### config.mk
export PLATFORM = sky130hd
export DESIGN_NAME = uart_tx_periph
export DESIGN_NICKNAME = d
export VERILOG_FILES = /design/src/rtl/uart_tx_periph_pkg.sv /design/src/rtl/uart_tx_fifo.sv /design/src/rtl/uart_tx_periph.sv
export SDC_FILE = /design/constraint.sdc
export NUM_CORES = 1
export LEC_CHECK = 0
export CAP_MARGIN = 20
export CORE_MARGIN = 2
export CORE_UTILIZATION = 30
export CTS_CLUSTER_DIAMETER = 60
export DETAILED_ROUTE_END_ITERATION = 12
export DONT_BUFFER_PORTS = 1
export GPL_TIMING_DRIVEN = 0
export PLACE_DENSITY_LB_ADDON = 0.1
export SLEW_MARGIN = 20
export SYNTH_ARGS = -nofsm -noshare
export SYNTH_HDL_FRONTEND = slang
export SYNTH_SLANG_ARGS = --single-unit
### constraint.sdc
create_clock -name clk -period 2.53 [get_ports clk]
set_clock_uncertainty 0.15 [all_clocks]
set_input_delay 0.506 -clock clk [delete_from_list [all_inputs] [get_ports clk]]
set_output_delay 0.506 -clock clk [all_outputs]
set_load 0.02 [all_outputs]
### src/rtl/uart_tx_periph_pkg.sv
// Shared UART TX definitions: register offsets, STATUS layout, shifter states.
// Latency: n/a (types and constants only).
// Backpressure: n/a.
package uart_tx_periph_pkg;

    localparam logic [1:0] OFF_TXDATA  = 2'd0;
    localparam logic [1:0] OFF_STATUS  = 2'd1;
    localparam logic [1:0] OFF_BAUDDIV = 2'd2;
    localparam logic [1:0] OFF_CTRL    = 2'd3;

    localparam int STAT_OVF    = 3;
    localparam int CTRL_IRQ_EN = 0;

    typedef enum logic [1:0] {
        ST_IDLE  = 2'd0,
        ST_START = 2'd1,
        ST_DATA  = 2'd2,
        ST_STOP  = 2'd3
    } tx_state_t;

    // Field order gives the STATUS bit positions: busy[0] full[1] empty[2] ovf[3] count[7:4].
    typedef struct packed {
        logic [3:0] count;
        logic       overflow;
        logic       empty;
        logic       full;
        logic       busy;
    } status_t;

    function automatic logic [31:0] status_word(input status_t s);
        return {24'h0, s};
    endfunction

endpackage

### src/rtl/uart_tx_fifo.sv
// Byte FIFO with wrap-bit pointers; head is presented combinationally on rdata.
// Latency: a push is visible on rdata/count the cycle after its edge.
// Backpressure: push while full is dropped unless a pop occurs in the same cycle.
module uart_tx_fifo #(
    parameter int DEPTH = 4,
    parameter int WIDTH = 8,
    localparam int AW = $clog2(DEPTH)
) (
    input  logic             clk,
    input  logic             rst_n,
    input  logic             push,
    input  logic             pop,
    input  logic [WIDTH-1:0] wdata,
    output logic [WIDTH-1:0] rdata,
    output logic             full,
    output logic             empty,
    output logic [AW:0]      count
);

    localparam logic [AW:0] PTR_ONE = 1;
    localparam logic [AW:0] DEPTH_V = DEPTH[AW:0];

    logic [WIDTH-1:0] mem [DEPTH];
    logic [AW:0]      wr_ptr;
    logic [AW:0]      rd_ptr;
    logic             do_push;
    logic             do_pop;

    // A pop in the same cycle frees the slot, so a push to a full FIFO still lands.
    assign do_pop  = pop && !empty;
    assign do_push = push && (!full || do_pop);

    assign count = wr_ptr - rd_ptr;
    assign empty = (wr_ptr == rd_ptr);
    assign full  = (count == DEPTH_V);
    assign rdata = mem[rd_ptr[AW-1:0]];

    always_ff @(posedge clk) begin
        if (do_push) begin
            mem[wr_ptr[AW-1:0]] <= wdata;
        end
    end

    always_ff @(posedge clk or negedge rst_n) begin
        if (!rst_n) begin
            wr_ptr <= '0;
            rd_ptr <= '0;
        end else begin
            if (do_push) begin
                wr_ptr <= wr_ptr + PTR_ONE;
            end
            if (do_pop) begin
                rd_ptr <= rd_ptr + PTR_ONE;
            end
        end
    end

endmodule

### src/rtl/uart_tx_periph.sv
// Memory-mapped 8N1 UART transmitter: TXDATA/STATUS/BAUDDIV/CTRL window, TX FIFO, shifter.
// Latency: read data one cycle after the address; an idle shifter starts the frame one cycle after the push.
// Backpressure: none toward the CPU; pushes into a full FIFO are dropped and flagged in STATUS.
module uart_tx_periph
    import uart_tx_periph_pkg::*;
#(
    parameter logic [9:0]  BASE_ADDR   = 10'h200,
    parameter logic [15:0] DEFAULT_DIV = 16'd103,
    parameter int          FIFO_DEPTH  = 4
) (
    input  logic        clk,
    input  logic        rst_n,
    input  logic [9:0]  address,
    input  logic [31:0] data_in,
    input  logic [3:0]  width,
    input  logic        write,
    output logic [31:0] data_out,
    output logic        txd,
    output logic        irq
);

    localparam int CW = $clog2(FIFO_DEPTH) + 1;

    logic          sel;
    logic [1:0]    offset;
    logic          wr_txdata;
    logic          wr_status;
    logic          wr_baud;
    logic          wr_ctrl;
    logic          ovf_set;

    logic [15:0]   bauddiv;
    logic          irq_en;
    logic          overflow;

    logic          fifo_pop;
    logic          fifo_full;
    logic          fifo_empty;
    logic [7:0]    fifo_rdata;
    logic [CW-1:0] fifo_count;

    tx_state_t     state;
    logic [7:0]    shift;
    logic [2:0]    bit_cnt;
    logic [15:0]   baud_cnt;

    status_t       status;
    logic [31:0]   rd_mux;
    logic          unused_ok;

    assign sel    = (address[9:4] == BASE_ADDR[9:4]);
    assign offset = address[3:2];

    assign wr_txdata = write && sel && (offset == OFF_TXDATA) && width[0];
    assign wr_status = write && sel && (offset == OFF_STATUS) && width[0];
    assign wr_baud   = write && sel && (offset == OFF_BAUDDIV);
    assign wr_ctrl   = write && sel && (offset == OFF_CTRL) && width[0];

    assign fifo_pop = (state == ST_IDLE) && !fifo_empty;
    assign ovf_set  = wr_txdata && fifo_full && !fifo_pop;

    assign irq = irq_en && fifo_empty;

    assign unused_ok = ^{address[1:0], width[3:2], data_in[31:16]};

    uart_tx_fifo #(
        .DEPTH (FIFO_DEPTH),
        .WIDTH (8)
    ) u_fifo (
        .clk   (clk),
        .rst_n (rst_n),
        .push  (wr_txdata),
        .pop   (fifo_pop),
        .wdata (data_in[7:0]),
        .rdata (fifo_rdata),
        .full  (fifo_full),
        .empty (fifo_empty),
        .count (fifo_count)
    );

    // Count field is 4 bits wide; depths above 8 would alias there.
    always_comb begin
        status          = '0;
        status.busy     = (state != ST_IDLE);
        status.full     = fifo_full;
        status.empty    = fifo_empty;
        status.overflow = overflow;
        status.count    = 4'(fifo_count);
    end

    always_comb begin
        rd_mux = '0;
        case (offset)
            OFF_TXDATA:  rd_mux = '0;
            OFF_STATUS:  rd_mux = status_word(status);
            OFF_BAUDDIV: rd_mux = {16'h0, bauddiv};
            OFF_CTRL:    rd_mux = {31'h0, irq_en};
            default:     rd_mux = '0;
        endcase
    end

    always_ff @(posedge clk or negedge rst_n) begin
        if (!rst_n) begin
            bauddiv  <= DEFAULT_DIV;
            irq_en   <= 1'b0;
            overflow <= 1'b0;
            data_out <= '0;
        end else begin
            // Zero when unselected so the CPU read mux can simply OR peripherals together.
            data_out <= sel ? rd_mux : '0;

            if (ovf_set) begin
                overflow <= 1'b1;
            end else if (wr_status && data_in[STAT_OVF]) begin
                overflow <= 1'b0;
            end

            if (wr_baud && width[0]) begin
                bauddiv[7:0] <= data_in[7:0];
            end
            if (wr_baud && width[1]) begin
                bauddiv[15:8] <= data_in[15:8];
            end

            if (wr_ctrl) begin
                irq_en <= data_in[CTRL_IRQ_EN];
            end
        end
    end

    // txd is driven from the same edge that changes state, so it lines up with the phase.
    always_ff @(posedge clk or negedge rst_n) begin
        if (!rst_n) begin
            state    <= ST_IDLE;
            shift    <= '0;
            bit_cnt  <= '0;
            baud_cnt <= '0;
            txd      <= 1'b1;
        end else begin
            case (state)
                ST_IDLE: begin
                    txd <= 1'b1;
                    if (!fifo_empty) begin
                        shift    <= fifo_rdata;
                        bit_cnt  <= '0;
                        baud_cnt <= bauddiv;
                        txd      <= 1'b0;
                        state    <= ST_START;
                    end
                end
                ST_START: begin
                    if (baud_cnt == 16'd0) begin
                        baud_cnt <= bauddiv;
                        txd      <= shift[0];
                        state    <= ST_DATA;
                    end else begin
                        baud_cnt <= baud_cnt - 16'd1;
                    end
                end
                ST_DATA: begin
                    if (baud_cnt == 16'd0) begin
                        baud_cnt <= bauddiv;
                        if (bit_cnt == 3'd7) begin
                            txd   <= 1'b1;
                            state <= ST_STOP;
                        end else begin
                            bit_cnt <= bit_cnt + 3'd1;
                            shift   <= {1'b0, shift[7:1]};
                            txd     <= shift[1];
                        end
                    end else begin
                        baud_cnt <= baud_cnt - 16'd1;
                    end
                end
                ST_STOP: begin
                    if (baud_cnt == 16'd0) begin
                        txd   <= 1'b1;
                        state <= ST_IDLE;
                    end else begin
                        baud_cnt <= baud_cnt - 16'd1;
                    end
                end
                default: begin
                    txd   <= 1'b1;
                    state <= ST_IDLE;
                end
            endcase
        end
    end

endmodule
==> reports/metrics.csv, run 1 <==
stage;metric;value;unit
route;drt_iter0_drc;153;
setup_path;worstPathArrival;2.42;ns
route;dr.pass1.iters;4;
timing;finalMaxSlewViolations;0;
setup_path;cp-start-kind;flop;
route;wl;12000;um
setup_path;timing.critical_path.mode_cell;inv_2;
floorplan;die-area;17600;um^2
yosys;yosys.area.top_type;dfrtp_1;
floorplan;die_h;133;um
power;p_per_area;1070;nW/um^2
yosys;synthCells;400;
global_route;grt_pass1_wl;18800;um
setup_path;reg2reg_slack;0.02;ns
route;routedWlPerCell;18.1;um
yosys;yosys-top-cells-count;64 x dfrtp_1, 32 x edfxtp_1, 26 x mux2_2, 24 x nor2_1, 18 x o21ai_0;
worst_hold_path;whs_path_depth;1;
timing;tightest_slew;0.625;ns
yosys;synth_cell_types;63;
clocking;htreeDepth;3;
route;ant_nets;0;
yosys;synth_top_family_by_area;simple AND/OR/NAND/NOR gates;
setup_path;end_kind;flop;
worst_hold_path;worstHoldPathType;input port to flop;
yosys;yosysSeqAreaShare;54.8;%
clocking;clockBufferDepth;2;
yosys;ys_async_sr_fraction;68.6;%
setup_path;crit_chain;inv_2 > ha_4 > inv_2 > fa_2 > xnor3_1 > nor3b_4 > a2111oi_4 > buf_4 > and2_4;
global_route;grt_max_degree;71;
yosys;syn_area_per_cell;12.4;um^2
global_route;track_usage;14.0;%
route;vias;3234;
power;p_leak;2.40;nW
placement;dp_hpwl;8130;um
yosys;netlist_area;4960;um^2
cells_and_area;final_core_util;35.4;%
setup_path;required;2.43;ns
global_route;grt_antenna_before_repair;0;
timing;grt_setup_unrepaired;yes;
cells_and_area;final_area;5810;um^2
route;drc;0;
floorplan;rows;47;
clocking;clockRootBuffer;clkbuf_16;
cells_and_area;drive_gt1_share;28.9;%
timing;setup_viol;0;
yosys;synth-compound-area-share;11.2;%
outcome;status;completed;
placement;place_inst;635;
placement;post-place-ws;-0.471;ns
flow_run;maxCapViolCount;0;
placement;gp_congestion;0.787;
timing;finalHoldViolCount;0;
timing;period_needed;2.51;ns
yosys;synth_edf_count;32;
yosys;muxShareOfSynthArea;10.9;%
clocking;numCtsBuffers;9;
power;irDropWorstVdd;0.361;mV
setup_path;critPathMaxFanout;8;
placement;placed_area;5300;um^2
setup_path;cp_slowest_stage_delay;0.39;ns
clocking;insertion_delay;0.35;ns
yosys;synth.most_common_cell;dfrtp_1;
timing;max_freq;398;MHz
cells_and_area;num_antenna_cells;0;
cells_and_area;final_nets;499;
yosys;synthSimpleGateAreaFrac;12.8;%
yosys;ys_warn_count;0;
floorplan;io_pins;83;
setup_path;cp_num_cells;9;
power;finalPower;6.22;mW
timing;relSlewSlack;58.4;%
yosys;synth_top_area_share;32.3;%
floorplan;start_util;30.3;%
floorplan;coreArea;16400;um^2
yosys;yosys.area_share.xor_xnor;1.34;%
global_route;grt_remaining_overflow;0;
placement;portBuffers;0;
yosys;synth.area.top_cells;dfrtp_1 32%, edfxtp_1 19%, mux2_2 5.9%, mux4_2 3.6%, ha_1 3.5%;
setup_path;path_buf_inv;3;
global_route;first_global_vias;3193;
cells_and_area;areaGrowthSynthToFinish;17.0;%
yosys;ys_seq_elements;102;
setup_path;crit_type;flop to flop;
setup_path;crit_family;adder cells;
timing;fin_ws;0.0168;ns
clocking;path_clk_slew;0.07;ns
cells_and_area;final_cell_count_no_fill;660;
timing;period_share;99.3;%
route;avgViaCountPerCell;4.90;
clocking;clock-sinks;102;
setup_path;ff2ff_path_depth;9;
yosys;ys.flop_type;dfrtp_1;
floorplan;die_w;133;um
timing;worst_hold_slack;0.0906;ns
setup_path;cp_slowest_cell;dfrtp_1;
clocking;cts_tree;yes;
yosys;synth_fa_ha_area_share;3.93;%
timing;tns;0;ns
-- flip-flops by register name (all words and copies together), names as in the netlist --
register       cells
baud_cnt          16
bauddiv           16
bit_cnt            3
data_out          16
irq_en             1
overflow           1
shift              8
state              2
txd                1
u_fifo.mem        32
u_fifo.rd_ptr      3
u_fifo.wr_ptr      3
-- path summary, 6_finish.rpt --
path | startpoint | to
max in group asynchronous | rst_n | txd
max | u_fifo.wr_ptr[0] | u_fifo.mem[0][6]
min reg2reg | shift[2] | shift[2]
min in group asynchronous | rst_n | baud_cnt[8]
min | address[2] | overflow
max reg2reg | u_fifo.wr_ptr[0] | u_fifo.mem[0][6]
-- what timing repair did --
item                       in CTS  in global routing
hold buffers                    2                  0
pin swaps                       4                  5
hold endpoints to repair       70                  0
gates resized for setup        15                 20
cloned                          1                  0
buffers inserted                6                  2
setup endpoints to repair      65                 59
-- layer usage --
metal	global-route usage, %	wire length, um	up-vias
li1	-	-	1522
met1	20.3	5720	1624
met2	21.0	5560	78
met3	3.03	548	10
met4	4.12	134	0
met5	0	0	-
-- worst reg2reg max path, stage by stage, from the launching register on --
cell       delay (ns)
dfrtp_1          0.39
inv_2            0.09
ha_4             0.13
inv_2            0.03
fa_2             0.33
xnor3_1          0.20
nor3b_4          0.18
a2111oi_4        0.27
buf_4            0.19
and2_4           0.24
-- report_power, final --
part           leakage, nW  switching (mW)  internal [mW]
clock                0.152           0.683          0.792
sequential            1.19           0.242           1.94
combinational         1.05            1.46           1.10
total                 2.40            2.39           3.83
-- cell type report --
| cell class | count | area, um^2 |
|---|---|---|
| clock buffers | 9 | 225 |
| plain buffers | 29 | 198 |
| flip-flops and latches | 102 | 2720 |
| well taps | 220 | 275 |
| clock inverters | 7 | 86.3 |
| fillers | 1602 | 10600 |
| repair buffers | 10 | 97.6 |
| multi-input cells | 268 | 2150 |
| inverters | 15 | 56.3 |
-- logic make-up after synthesis --
kind of cell	Yosys count
other cells	1
compound gates	78
xor+xnor	6
flops	102
simple gates	112
fa+ha+maj	15
mux	40
buf+inv	46
-- cells in the final DEF, fill, tap and decap left out, drive strengths merged, types with 17 or more instances in the layout --
master and instances:
mux2 32, dfrtp 64, nand2 17, nor2 26, inv 19, o21ai 22, edfxtp 32, buf 31
Note: power is estimated with default switching activity, not from simulation.
==> run 2, diff against run 1 <==
REMOVE_ABC_BUFFERS = 1   (was default)
SYNTH_HIERARCHICAL = 1   (was default)
==> reports/metrics.csv, run 2 <==
stage;metric;value;unit;change
placement;dp_hpwl;8070;um;was 8130 um
yosys;synthSimpleGateAreaFrac;12.6;%;was 12.8%
floorplan;start_util;30.7;%;was 30.3%
yosys;yosys.area_share.xor_xnor;1.33;%;was 1.34%
yosys;synth_top_area_share;31.5;%;was 32.3%
yosys;synth.area.top_cells;dfrtp_1 31%, edfxtp_1 19%, mux2_2 7.5%, ha_1 3.7%, mux4_2 3.5%;;was dfrtp_1 32%, edfxtp_1 19%, mux2_2 5.9%, mux4_2 3.6%, ha_1 3.5%
setup_path;worstPathArrival;2.50;ns;was 2.42 ns
cells_and_area;num_antenna_cells;0;;unchanged
setup_path;cp-start-kind;flop;;unchanged
yosys;yosys.area.top_type;dfrtp_1;;unchanged
clocking;numCtsBuffers;9;;unchanged
power;p_per_area;1100;nW/um^2;was 1070 nW/um^2
global_route;grt_remaining_overflow;0;;unchanged
placement;portBuffers;0;;unchanged
timing;max_freq;414;MHz;was 398 MHz
yosys;synth-compound-area-share;11.3;%;was 11.2%
yosys;ys_warn_count;6;;was 0
route;avgViaCountPerCell;4.93;;was 4.90
placement;placed_area;5220;um^2;was 5300 um^2
floorplan;rows;47;;unchanged
worst_hold_path;worstHoldPathType;input port to flop;;unchanged
route;drc;0;;unchanged
yosys;synthCells;402;;was 400
setup_path;required;2.62;ns;was 2.43 ns
timing;setup_viol;0;;unchanged
floorplan;die_h;134;um;was 133 um
placement;place_inst;607;;was 635
cells_and_area;final_cell_count_no_fill;640;;was 660
timing;worst_hold_slack;0.0689;ns;was 0.0906 ns
cells_and_area;drive_gt1_share;27.4;%;was 28.9%
power;p_leak;2.32;nW;was 2.40 nW
placement;gp_congestion;0.798;;was 0.787
timing;fin_ws;0.115;ns;was 0.0168 ns
cells_and_area;fillers;1664;;was 1,602
clocking;clockBufferDepth;2;;unchanged
route;dr.pass1.iters;4;;unchanged
global_route;first_global_vias;3252;;was 3,193
clocking;htreeDepth;3;;unchanged
route;routedWlPerCell;18.3;um;was 18.1 um
timing;grt_setup_unrepaired;yes;;unchanged
yosys;synth_cell_types;71;;was 63
cells_and_area;final_common_cell;dfrtp_1;;unchanged
outcome;status;completed;;unchanged
setup_path;critPathMaxFanout;10;;was 8
flow_run;maxCapViolCount;0;;unchanged
route;wl;11700;um;was 12,000 um
yosys;ys_async_sr_fraction;68.6;%;unchanged
timing;period_needed;2.42;ns;was 2.51 ns
cells_and_area;final_cell_mix;61 x dfrtp_1, 34 x mux2_2, 32 x edfxtp_1;;was 63 x dfrtp_1, 32 x edfxtp_1, 26 x buf_4, 26 x mux2_2, 22 x nor2_1
global_route;busiest_layer;met2;;unchanged
setup_path;crit_type;flop to flop;;unchanged
power;irDropWorstVdd;0.361;mV;about the same
global_route;grtUsageMet1;19.1;%;was 20.3%
clocking;insertion_delay;0.36;ns;was 0.35 ns
yosys;yosys-top-cells-count;64 x dfrtp_1, 34 x mux2_2, 32 x edfxtp_1;;was 64 x dfrtp_1, 32 x edfxtp_1, 26 x mux2_2, 24 x nor2_1, 18 x o21ai_0
timing;finalMaxSlewViolations;0;;unchanged
route;ant_nets;0;;unchanged
yosys;muxShareOfSynthArea;11.8;%;was 10.9%
yosys;ys.flop_type;dfrtp_1;;unchanged
timing;relSlewSlack;48.8;%;was 58.4%
floorplan;die-area;18000;um^2;was 17,600 um^2
timing;finalHoldViolCount;0;;unchanged
global_route;grt_use_met3;2.99;%;was 3.03%
global_route;grt_antenna_before_repair;0;;unchanged
yosys;synth_edf_count;32;;unchanged
timing;tightest_slew;0.763;ns;was 0.625 ns
floorplan;coreArea;16600;um^2;was 16,400 um^2
route;vias;3153;;was 3,234
yosys;netlist_area;5090;um^2;was 4960 um^2
yosys;syn_area_per_cell;12.7;um^2;was 12.4 um^2
yosys;yosysSeqAreaShare;53.4;%;was 54.8%
timing;period_share;95.5;%;was 99.3%
global_route;grt_pass1_wl;18500;um;was 18,800 um
clocking;clock-sinks;102;;unchanged
clocking;cts_tree;yes;;unchanged
clocking;clockRootBuffer;clkbuf_16;;unchanged
cells_and_area;areaGrowthSynthToFinish;13.4;%;was 17.0%
cells_and_area;final_nets;480;;was 499
global_route;grt_max_degree;71;;unchanged
global_route;use_met2;20.8;%;was 21.0%
yosys;ys_seq_elements;102;;unchanged
placement;post-place-ws;-1.12;ns;was -0.471 ns
floorplan;die_w;134;um;was 133 um
floorplan;io_pins;83;;unchanged
yosys;synth_fa_ha_area_share;4.08;%;was 3.93%
cells_and_area;final_area;5770;um^2;was 5810 um^2
global_route;track_usage;13.7;%;was 14.0%
yosys;synth_top_family_by_area;simple AND/OR/NAND/NOR gates;;unchanged
cells_and_area;largest_reg_flops;32;;unchanged
setup_path;end_kind;flop;;unchanged
route;drt_iter0_drc;206;;was 153
yosys;synth.most_common_cell;dfrtp_1;;unchanged
clocking;path_clk_slew;0.07;ns;about the same
-- run 2: worst max-delay path, cell delays in order, from the launching register on --
cell,delay [ns]
dfrtp_1,0.45
nor4_4,0.52
and4_2,0.47
o21ai_1,0.14
a21oi_1,0.20
mux2_2,0.36
-- run 2: final cells by class --
class / count / area, um^2 / area share (%)
Multi-Input combinational cell: 266 / 2230 / 38.6
Tap cell: 220 / 275 / 4.77
Clock buffer: 9 / 225 / 3.90
Sequential cell: 102 / 2730 / 47.2
Inverter: 19 / 71.3 / 1.24
Clock inverter: 7 / 80.1 / 1.39
Timing Repair Buffer: 17 / 166 / 2.88
-- run 2: what timing repair did --
action                                 CTS  global route
pin swaps                                5             4
endpoints found under the hold margin   70             0
gates resized for setup                 19             9
setup endpoints to repair               79            61
hold buffers                             2             0
buffers inserted                         8             7
-- run 2: kinds of logic (layout without fill, tap and decap cells) --
group	count (synthesis)	count (layout)
adder cells (fa/ha/maj)	16	16
AO/OA/AOI/OAI	78	78
multiplexers	45	45
XOR/XNOR	6	6
AND/OR/NAND/NOR	105	105
flip-flops	102	102
buffers and inverters	49	52
other	1	16
-- run 2: worst paths after layout --
kind / start / slack, ns / cells past startpoint / to
max: baud_cnt[5] / 0.11 / 5 / state[1]
min: address[2] / 0.07 / 1 / overflow
max reg2reg: baud_cnt[5] / 0.11 / 5 / state[1]
min reg2reg: shift[7] / 0.34 / 1 / shift[7]
max in group asynchronous: rst_n / 1.30 / 2 / bauddiv[0]
min in group asynchronous: rst_n / 0.58 / 2 / shift[5]
-- run 2: stage by stage --
step	utilization (%)	setup TNS [ns]	power, mW
4_1_cts	34.2	0	6.36
5_1_grt	34.8	-0.0527	6.80
6_report	34.8	0	6.37
3_3_place_gp	31.5	-55.19	4.73
3_5_place_dp	31.5	-55.32	4.74
2_1_floorplan	-	-5.95	4.08
-- run 2: power by group --
group	total (mW)	switching, mW	leakage [nW]	internal (mW)
combinational	2.75	1.56	0.994	1.19
clock	1.44	0.660	0.136	0.777
sequential	2.18	0.239	1.19	1.94
-- run 2: metal layers --
metal | part of all wire (%) | vias up
met3 | 5.6 | 13
met1 | 47 | 1574
met2 | 46 | 76
li1 | - | 1490
met5 | 0 | -
met4 | 1.8 | 0
